### config.mk
export PLATFORM = sky130hd
export DESIGN_NAME = alu_arbiter
export DESIGN_NICKNAME = d
export VERILOG_FILES = /design/src/rtl/alu_arb_pkg.sv /design/src/rtl/arithmetic_logic_unit.sv /design/src/rtl/rr_arbiter2.sv /design/src/rtl/alu_arbiter.sv
export SDC_FILE = /design/constraint.sdc
export NUM_CORES = 1
export LEC_CHECK = 0
export ABC_AREA = 1
export CORE_ASPECT_RATIO = 1.75
export CORE_MARGIN = 2
export CORE_UTILIZATION = 53
export DETAILED_ROUTE_END_ITERATION = 7
export PLACE_DENSITY_LB_ADDON = 0.15
export REMOVE_ABC_BUFFERS = 1
export SYNTH_ARGS = -nofsm -noshare
export SYNTH_HDL_FRONTEND = slang
export SYNTH_SLANG_ARGS = --single-unit
### constraint.sdc
create_clock -name clk -period 3.4 [get_ports clk]
set_input_delay 0.34 -clock clk [delete_from_list [all_inputs] [get_ports clk]]
set_output_delay 0.34 -clock clk [all_outputs]
set_load 0.02 [all_outputs]
### src/rtl/alu_arb_pkg.sv
// Shared types and constants for the two-requester ALU arbiter.
package alu_arb_pkg;

  typedef enum logic [1:0] {
    IDLE,
    EXEC,
    RESP
  } state_e;

  localparam int unsigned ALU_OP_W = 2;
  localparam int unsigned FLAGS_W  = 4;

  localparam int unsigned FLAG_N = 3;
  localparam int unsigned FLAG_Z = 2;
  localparam int unsigned FLAG_C = 1;
  localparam int unsigned FLAG_V = 0;

endpackage

### src/rtl/arithmetic_logic_unit.sv
// N-bit ALU: 00 add, 01 subtract, 10 AND, 11 OR; flags {negative, zero, carry_out, overflow}.
module arithmetic_logic_unit
  import alu_arb_pkg::*;
#(
  parameter int N = 8
) (
  input  logic [N-1:0]          a_i,
  input  logic [N-1:0]          b_i,
  input  logic [ALU_OP_W-1:0]   alu_control_i,
  output logic [N-1:0]          result_o,
  output logic [FLAGS_W-1:0]    flags_o
);

  logic [N-1:0] b_mux;
  logic [N:0]   sum;

  always_comb begin
    b_mux = alu_control_i[0] ? ~b_i : b_i;
    sum   = {1'b0, a_i} + {1'b0, b_mux} + {{N{1'b0}}, alu_control_i[0]};
    case (alu_control_i)
      2'b10:   result_o = a_i & b_i;
      2'b11:   result_o = a_i | b_i;
      default: result_o = sum[N-1:0];
    endcase
  end

  // Carry and overflow only mean something for add/subtract.
  always_comb begin
    flags_o         = '0;
    flags_o[FLAG_N] = result_o[N-1];
    flags_o[FLAG_Z] = (result_o == '0);
    flags_o[FLAG_C] = ~alu_control_i[1] & sum[N];
    flags_o[FLAG_V] = ~alu_control_i[1]
                    & ~(a_i[N-1] ^ b_i[N-1] ^ alu_control_i[0])
                    & (a_i[N-1] ^ sum[N-1]);
  end

endmodule

### src/rtl/rr_arbiter2.sv
// Two-way round-robin arbiter; the last-grant pointer advances only on an accepted grant.
module rr_arbiter2 (
  input  logic       clk,
  input  logic       reset,
  input  logic [1:0] req,
  input  logic       en,
  input  logic       accept,
  output logic [1:0] grant
);

  // Reset value 1 means requester 0 wins the first contested round.
  logic last_q;

  always_comb begin
    grant = '0;
    if (en) begin
      case (req)
        2'b01:   grant = 2'b01;
        2'b10:   grant = 2'b10;
        2'b11:   grant = last_q ? 2'b01 : 2'b10;
        default: grant = '0;
      endcase
    end
  end

  always_ff @(posedge clk) begin
    if (reset) begin
      last_q <= 1'b1;
    end else if (accept) begin
      last_q <= grant[1];
    end
  end

endmodule

### src/rtl/alu_arbiter.sv
// Shares one ALU between two valid/ready requesters with round-robin fairness.
// Define ALU_ARB_STATS_EN to add per-requester grant counters.
module alu_arbiter
  import alu_arb_pkg::*;
#(
  parameter int N = 8
`ifdef ALU_ARB_STATS_EN
  ,
  parameter int CNT_W = 16
`endif
) (
  input  logic                clk,
  input  logic                reset,
  input  logic [1:0]          req_valid,
  output logic [1:0]          req_ready,
  input  logic [N-1:0]        req_a0,
  input  logic [N-1:0]        req_b0,
  input  logic [ALU_OP_W-1:0] req_op0,
  input  logic [N-1:0]        req_a1,
  input  logic [N-1:0]        req_b1,
  input  logic [ALU_OP_W-1:0] req_op1,
  output logic                rsp_valid,
  input  logic                rsp_ready,
  output logic                rsp_id,
  output logic [N-1:0]        rsp_result,
  output logic [FLAGS_W-1:0]  rsp_flags
`ifdef ALU_ARB_STATS_EN
  ,
  output logic [CNT_W-1:0]    grant_cnt0,
  output logic [CNT_W-1:0]    grant_cnt1
`endif
);

  state_e              state_q;
  logic [N-1:0]        a_q, b_q;
  logic [ALU_OP_W-1:0] op_q;
  logic                id_q;
  logic                rsp_valid_q, rsp_id_q;
  logic [N-1:0]        rsp_result_q;
  logic [FLAGS_W-1:0]  rsp_flags_q;

  logic [1:0]          grant;
  logic                accept;
  logic [N-1:0]        alu_result;
  logic [FLAGS_W-1:0]  alu_flags;

  rr_arbiter2 u_rr (
    .clk    (clk),
    .reset  (reset),
    .req    (req_valid),
    .en     (state_q == IDLE),
    .accept (accept),
    .grant  (grant)
  );

  // A grant is only ever issued to a valid requester, so any grant is a handshake.
  assign accept    = |grant;
  assign req_ready = grant;

  arithmetic_logic_unit #(.N(N)) u_alu (
    .a_i           (a_q),
    .b_i           (b_q),
    .alu_control_i (op_q),
    .result_o      (alu_result),
    .flags_o       (alu_flags)
  );

  always_ff @(posedge clk) begin
    if (reset) begin
      state_q      <= IDLE;
      a_q          <= '0;
      b_q          <= '0;
      op_q         <= '0;
      id_q         <= 1'b0;
      rsp_valid_q  <= 1'b0;
      rsp_id_q     <= 1'b0;
      rsp_result_q <= '0;
      rsp_flags_q  <= '0;
    end else begin
      case (state_q)
        IDLE: begin
          if (accept) begin
            a_q     <= grant[1] ? req_a1  : req_a0;
            b_q     <= grant[1] ? req_b1  : req_b0;
            op_q    <= grant[1] ? req_op1 : req_op0;
            id_q    <= grant[1];
            state_q <= EXEC;
          end
        end
        EXEC: begin
          rsp_result_q <= alu_result;
          rsp_flags_q  <= alu_flags;
          rsp_id_q     <= id_q;
          rsp_valid_q  <= 1'b1;
          state_q      <= RESP;
        end
        RESP: begin
          if (rsp_ready) begin
            rsp_valid_q <= 1'b0;
            state_q     <= IDLE;
          end
        end
        default: state_q <= IDLE;
      endcase
    end
  end

  assign rsp_valid  = rsp_valid_q;
  assign rsp_id     = rsp_id_q;
  assign rsp_result = rsp_result_q;
  assign rsp_flags  = rsp_flags_q;

`ifdef ALU_ARB_STATS_EN
  logic [CNT_W-1:0] cnt0_q, cnt1_q;

  always_ff @(posedge clk) begin
    if (reset) begin
      cnt0_q <= '0;
      cnt1_q <= '0;
    end else begin
      if (grant[0]) cnt0_q <= cnt0_q + 1'b1;
      if (grant[1]) cnt1_q <= cnt1_q + 1'b1;
    end
  end

  assign grant_cnt0 = cnt0_q;
  assign grant_cnt1 = cnt1_q;
`endif

endmodule

==> flow_metrics.tcl, run 1 <==
set metrics [dict create \
    outcome "finished, final reports clean" \
    vdd_drop_max_v 0.000338 \
    gp_congestion 0.899 \
    critPathCaptureType "flip-flop" \
    hold_path_class "flip-flop to flip-flop" \
    hold_buffers 0 \
    p_switching_w 0.000475 \
    synth_area_um2 2200 \
    drc_errors 0 \
    wl_mm 4.98 \
    worstPathRequired_ns 3.62 \
    max_clock_freq_ghz 0.405 \
    cts_setup_buffers 0 \
    rsz0062_at_grt "false" \
    die_y_um 89.2 \
    fin_crit_sh_pct 72.6 \
    cts_buffers 5 \
    die-area_um2 4690 \
    p_int_w 0.000816 \
    netlist_instances 318 \
    path_max_fanout 15 \
    grt_pass1_wl_mm 8.34 \
    initial_utilization_pct 53.9 \
    path_class "flip-flop to flip-flop" \
    synth-seq-area-share_pct 31.9 \
    crit_path_start "op_q[0]" \
    finalPower_w 0.00129 \
    die_w_um 52.7 \
    vias 2186 \
    areaGrowthSynthToFinish_pct 28.7 \
    synth_seq_cells 35 \
    synth.area.top_cells "dfxtp_1, nand2_1, nor2_1" \
    cts_tree "done" \
    htree_levels 2 \
    leakage_nw 1.32 \
    cts_sinks 35 \
    grt-ovfl-total 0 \
    clk_pin_slew_ns 0.06 \
    cap_violations 0 \
    cp-start-kind "flip-flop" \
    drive_gt1_share_pct 7.84 \
    synth_top_area_share_pct 31.9 \
    final.setup_skew_ns 0.00613 \
    synth.largest_area_cell "dfxtp_1" \
    synth_cell_type_count 32 \
    routedWlPerCell_um 11.9 \
    core_area_um2 4070 \
    io_pins 57 \
    power_frac_clock_pct 21.4 \
    cts_resized 0 \
    antenna_cells 0 \
    min_period_ns 2.47 \
    arrival_ns 2.69 \
    hold_viol_final 0 \
    cts_root_buf "clkbuf_8" \
    viasPerCell 5.22 \
    grt_pass1_vias 1988 \
    pwr-share-comb_pct 39.3 \
    power.density_cell_area_nw_per_um2 457 \
    dpl.hpwl_mm 3.81 \
    ant_nets 0 \
    swShare_pct 36.8 \
    hp-start "rsp_flags[1]" \
    row_count 31 \
    synth_warnings 0 \
    r2r_start "op_q[0]" \
    finalSetupTns_ns 0 \
    first_pass_iters 4 \
    worst_slew_pin_slew_ns 0.571 \
    clk_latency_ns 0.29 \
    slew_headroom_pct 61.9 \
    seqPwrFrac_pct 39.3 \
    grt_max_degree 22 \
    finalMaxSlewViolations 0 \
    nNetsFinal 423 \
    drt-initial-drc-count 41 \
    antenna_found_initial 0 \
    port_buffers 56 \
    grt.total_usage_pct 23.3 \
    synth.avg_cell_area_um2 6.91 \
    setup-violations-final 0 \
    clk_path_buf_depth 2 \
]
-- power groups by stage --
stage / logic (W) / clock network (W) / registers (W)
finish: 0.000508 / 0.000276 / 0.000508
global route: 0.000580 / 0.000293 / 0.000515
CTS: 0.000510 / 0.000278 / 0.000508
detailed placement: 0.000507 / 0 / 0.000517
global placement: 0.000496 / 0 / 0.000516
floorplan: 0.000312 / 0 / 0.000530
-- worst paths after layout --
kind / to / slack [ns] / depth (start not counted)
worst max-delay path: rsp_flags[2] / 0.93 / 15
worst min-delay path: rsp_flags[1] / 0.47 / 2
worst max register to register: rsp_flags[2] / 0.93 / 15
worst min register to register: rsp_flags[1] / 0.47 / 2
-- routing by layer --
layer / track usage [%] / up-vias / share of wire [%]
met5: 0 / - / 0
met4: 7.46 / 0 / 1.3
met3: 3.68 / 5 / 3.7
met2: 43.5 / 53 / 56
met1: 26.1 / 994 / 39
li1: - / 1134 / -
-- critical path: stages (launching register included) --
cell     delay [ns]
dfxtp_1        0.68
nor2_1         0.11
nor2_1         0.17
inv_1          0.07
fa_1           0.42
inv_1          0.09
nand3_1        0.11
nand2_1        0.11
nand2_1        0.07
nand2_1        0.06
nand2_1        0.07
nand3_1        0.09
nand2_1        0.08
nor2_1         0.11
nand3_1        0.07
a21oi_1        0.11
-- Yosys cell counts --
| cell type | instances |
|---|---|
| xnor2_1 | 1 |
| clkbuf_1 | 4 |
| a21oi_1 | 13 |
| o211ai_1 | 6 |
| dfxtp_1 | 35 |
| nand4_1 | 2 |
| buf_2 | 3 |
| nor2_8 | 1 |
| xor2_1 | 3 |
| fa_1 | 1 |
| o221ai_1 | 1 |
| inv_2 | 3 |
| o21ai_2 | 11 |
| buf_4 | 3 |
| or2_1 | 1 |
| clkinv_1 | 1 |
| buf_1 | 1 |
| nand2_1 | 55 |
| buf_6 | 2 |
| ha_1 | 10 |
| nor2_1 | 48 |
| o32ai_1 | 7 |
| or2_2 | 1 |
| a21oi_4 | 1 |
| o21ai_0 | 27 |
| o21a_1 | 1 |
| nand3_1 | 29 |
| inv_1 | 42 |
| nor2_2 | 1 |
| buf_8 | 1 |
| a211oi_1 | 1 |
| nor2_4 | 2 |
-- metrics by stage --
step	util, %	area, um^2	setup WS (ns)	hold slack [ns]	std cells
4_1_cts	69.4	2830	0.940	0.472	419
5_1_grt	69.4	2830	0.679	0.484	419
6_report	69.4	2830	0.931	0.467	419
2_1_floorplan	-	2100	1.11	0.409	304
3_5_place_dp	67.6	2750	0.981	0.462	413
3_3_place_gp	67.6	2750	1.03	0.454	413
-- kinds of logic (layout without fill, tap and decap cells) --
| family | Yosys count | after routing | share of synthesized area [%] |
|---|---|---|---|
| buffers and inverters | 60 | 112 | 12.1 |
| AO/OA/AOI/OAI | 68 | 68 | 20.2 |
| AND/OR/NAND/NOR | 140 | 140 | 27.6 |
| XOR/XNOR | 4 | 4 | 1.60 |
| adder cells (fa/ha/maj) | 11 | 11 | 6.61 |
| flip-flops | 35 | 35 | 31.9 |
-- area by class of cell --
class                      count  area, um^2
multi-input combinational    223        1230
timing repair buffer          60         591
clock buffer                   6        72.6
fill                         389        1250
sequential                    35         701
inverter                      46         173
tap                           49        61.3
-- flip-flops by register name, indices dropped and copies added, names as in the netlist --
signal       cells
b_q              8
rsp_id           1
rsp_valid        1
op_q             2
u_rr.last_q      1
rsp_result       8
state_q          2
rsp_flags        3
id_q             1
a_q              8
-- layout by cell type, fill, tap and decap left out, types with 2 or more instances in the layout --
| master | instances |
|---|---|
| nand2_1 | 55 |
| o21ai_0 | 27 |
| nand4_1 | 2 |
| o21ai_2 | 11 |
| clkbuf_8 | 5 |
| inv_1 | 42 |
| nor2_4 | 2 |
| ha_1 | 10 |
| nor2_1 | 48 |
| buf_4 | 4 |
| o32ai_1 | 7 |
| inv_2 | 3 |
| xor2_1 | 3 |
| clkdlybuf4s50_1 | 56 |
| a21oi_1 | 13 |
| nand3_1 | 29 |
| o211ai_1 | 6 |
| dfxtp_1 | 35 |
Note: power is estimated with default switching activity, not from simulation.
==> run 2, diff against run 1 <==
--- a/config.mk
+++ b/config.mk
@@ -8,7 +8,7 @@
 export ABC_AREA = 1
 export CORE_ASPECT_RATIO = 1.75
 export CORE_MARGIN = 2
-export CORE_UTILIZATION = 53
+export CORE_UTILIZATION = 49
 export DETAILED_ROUTE_END_ITERATION = 7
 export PLACE_DENSITY_LB_ADDON = 0.15
 export REMOVE_ABC_BUFFERS = 1
==> constraint.sdc (replaced) <==
create_clock -name clk -period 2.3 [get_ports clk]
set_input_delay 0.23 -clock clk [delete_from_list [all_inputs] [get_ports clk]]
set_output_delay 0.23 -clock clk [all_outputs]
set_load 0.02 [all_outputs]
==> run 2 against run 1 <==
  * Sequential share of layout area fell by 0.42 points
  * Clock power is 57% higher
  * Highest routed layer unchanged
  * Critical path depth up 1
  * Combinational power rose by 58%
  * Die area increased by 7.7%
  * Cell area increased by 2.1%
  * Utilization shrank 3.3 points
  * Global-route usage is 2.2 points higher
  * Flip-flop and latch count is the same
  * Power up 54%
  * Largest power group is now combinational logic
  * Clock skew increased by 0.0014 ns
  * Register-to-register slack got worse by 0.73 ns
==> flow_metrics.tcl, run 2 (synthesis results as in run 1) <==
set metrics [dict create \
    ff2ff_setup_slack_ns 0.20 \
    cap_violations 0 \
    fin_crit_sh_pct 91.4 \
    cpLargestDelayFamily "simple AND/OR/NAND/NOR gates" \
    final_area_um2 2890 \
    finalPower_w 0.00198 \
    grt_pass1_vias 2217 \
    drt-initial-drc-count 58 \
    wl_mm 5.58 \
    r2r_cells 16 \
    cts_sinks 35 \
    finalMaxSlewViolations 0 \
    path_class "flip-flop to flip-flop" \
    hold_buffers 0 \
    final.setup_skew_ns 0.00749 \
    drc_errors 0 \
    hold_path_class "flip-flop to flip-flop" \
    first_pass_iters 5 \
    path_cells "buf_4 -> or2_1 -> inv_1 -> nor2_1 -> ha_1 -> nand2_1 -> nand2_1 -> inv_1 -> o21a_1 -> nand2_1 -> nand2_2 -> nand3_1 -> nand2_2 -> nand2_1 -> o211ai_1 -> inv_1" \
    place_area_um2 2790 \
    final_common_cell "clkdlybuf4s50_1" \
    worst_slew_pin_slew_ns 0.516 \
    dpl.hpwl_mm 4.27 \
    critPathCaptureType "flip-flop" \
    power.density_cell_area_nw_per_um2 687 \
    die_w_um 54.6 \
    drive_gt1_share_pct 10.6 \
    io_pins 57 \
    slew_headroom_pct 65.4 \
    slowest_delay_ns 0.33 \
    row_count 32 \
    clk_latency_ns 0.29 \
    grt_max_degree 21 \
    crit_buf_inv 4 \
    cp_num_cells 16 \
    leakage_nw 1.35 \
    multiInputGateArea_um2 1240 \
    core_area_um2 4360 \
    nNetsFinal 428 \
    die_y_um 92.6 \
    slowest_stage "dfxtp_2" \
    cts_buffers 5 \
    grt.total_usage_pct 25.5 \
    hold_viol_final 0 \
    num-fill-cells 403 \
    initial_utilization_pct 50.3 \
    path_max_fanout 13 \
    min_period_ns 2.10 \
    layout_common_cells "clkdlybuf4s50_1, nand2_1, nor2_1, inv_1, dfxtp_1" \
    die-area_um2 5050 \
    outcome "finished, final reports clean" \
    antenna_cells 0 \
    finalSetupTns_ns 0 \
    antenna_found_initial 0 \
    vdd_drop_max_v 0.000537 \
    clk_pin_slew_ns 0.07 \
    cts_tree "done" \
    vias 2266 \
    htree_levels 2 \
    port_buffers 56 \
    crit_path_start "op_q[0]" \
    clk_path_buf_depth 2 \
    areaGrowthSynthToFinish_pct 31.4 \
    crit_end "rsp_result[7]" \
    grt-ovfl-total 0 \
    routedWlPerCell_um 13.0 \
    crit_top_cell "nand2_1" \
    viasPerCell 5.29 \
    arrival_ns 2.29 \
    grt_pass1_wl_mm 9.70 \
    ant_nets 0 \
    gp_congestion 1.02 \
    worstPathRequired_ns 2.48 \
    max_clock_freq_ghz 0.476 \
    cp-start-kind "flip-flop" \
    setup-violations-final 0 \
    r2r_start "op_q[0]" \
    r2r-end "rsp_result[7]" \
    ff_latch_area_um2 703 \
    cts_root_buf "clkbuf_8" \
]
## run 2: cell count changes in the layout (fill, tap and decap cells not counted), moves of 2 or more
cell     change
dfxtp_1      -2
nand2_2      +2
nand2_1      -2
buf_4        +5
dfxtp_2      +2
## run 2: repair_timing
item,in CTS,in global routing
buffers inserted,0,1
endpoints found under the setup margin,0,3
resized for setup,0,5
## run 2: worst reg2reg max path, delay by kind of cell (launching register included)
| family | cells | cell delay, ns |
|---|---|---|
| simple gates | 9 | 0.78 |
| fa+ha+maj | 1 | 0.31 |
| compound gates | 2 | 0.23 |
| buf+inv | 4 | 0.35 |
| flops | 1 | 0.33 |
## run 2: worst min path at each step
stage | cells past startpoint | start | end | slack [ns]
2_1_floorplan | 1 | reset | id_q | 0.30
3_3_place_gp | 2 | id_q | id_q | 0.45
3_5_place_dp | 2 | id_q | id_q | 0.46
4_1_cts | 2 | id_q | id_q | 0.47
5_1_grt | 2 | id_q | id_q | 0.50
6_report | 2 | id_q | id_q | 0.47
## run 2: per-stage QoR
stage	worst slack, ns	util (%)	instances	hold WS, ns
after global routing	-0.0239	66.1	428	0.499
after global placement	0.245	63.8	419	0.454
after floorplan	0.0135	-	304	0.299
after detailed placement	0.193	63.8	419	0.461
after CTS	0.176	65.7	427	0.472
final	0.197	66.1	428	0.470
## run 2: layout make-up
cell class,count,share of cell area (%)
clock buffer,7,2.65
clock inverter,1,0.173
inverter,46,5.98
multi-input combinational,223,42.8
sequential,35,24.4
tap,51,2.21
timing repair buffer,65,21.8
## run 2: routing by layer
layer | vias up | wire, um | track usage, %
li1 | 1157 | - | -
met1 | 1020 | 2110 | 27.7
met2 | 62 | 2990 | 44.7
met3 | 27 | 226 | 3.39
met4 | 0 | 255 | 13.1
met5 | - | 0 | 0
## run 2: power breakdown
part | leakage, nW | switching, W | internal, W
sequential | 0.289 | 0.0000645 | 0.000682
combinational | 1.02 | 0.000459 | 0.000345
clock | 0.0422 | 0.000219 | 0.000212
==> run 3, diff against run 2 <==
--- a/config.mk
+++ b/config.mk
@@ -9,9 +9,11 @@
 export CORE_ASPECT_RATIO = 1.75
 export CORE_MARGIN = 2
 export CORE_UTILIZATION = 49
+export CTS_CLUSTER_DIAMETER = 120
 export DETAILED_ROUTE_END_ITERATION = 7
 export PLACE_DENSITY_LB_ADDON = 0.15
 export REMOVE_ABC_BUFFERS = 1
+export SKIP_CTS_REPAIR_TIMING = 1
 export SYNTH_ARGS = -nofsm -noshare
 export SYNTH_HDL_FRONTEND = slang
 export SYNTH_SLANG_ARGS = --single-unit
==> results of run 3 <==
The final DEF is identical to that of run 2; final timing and power are the same.
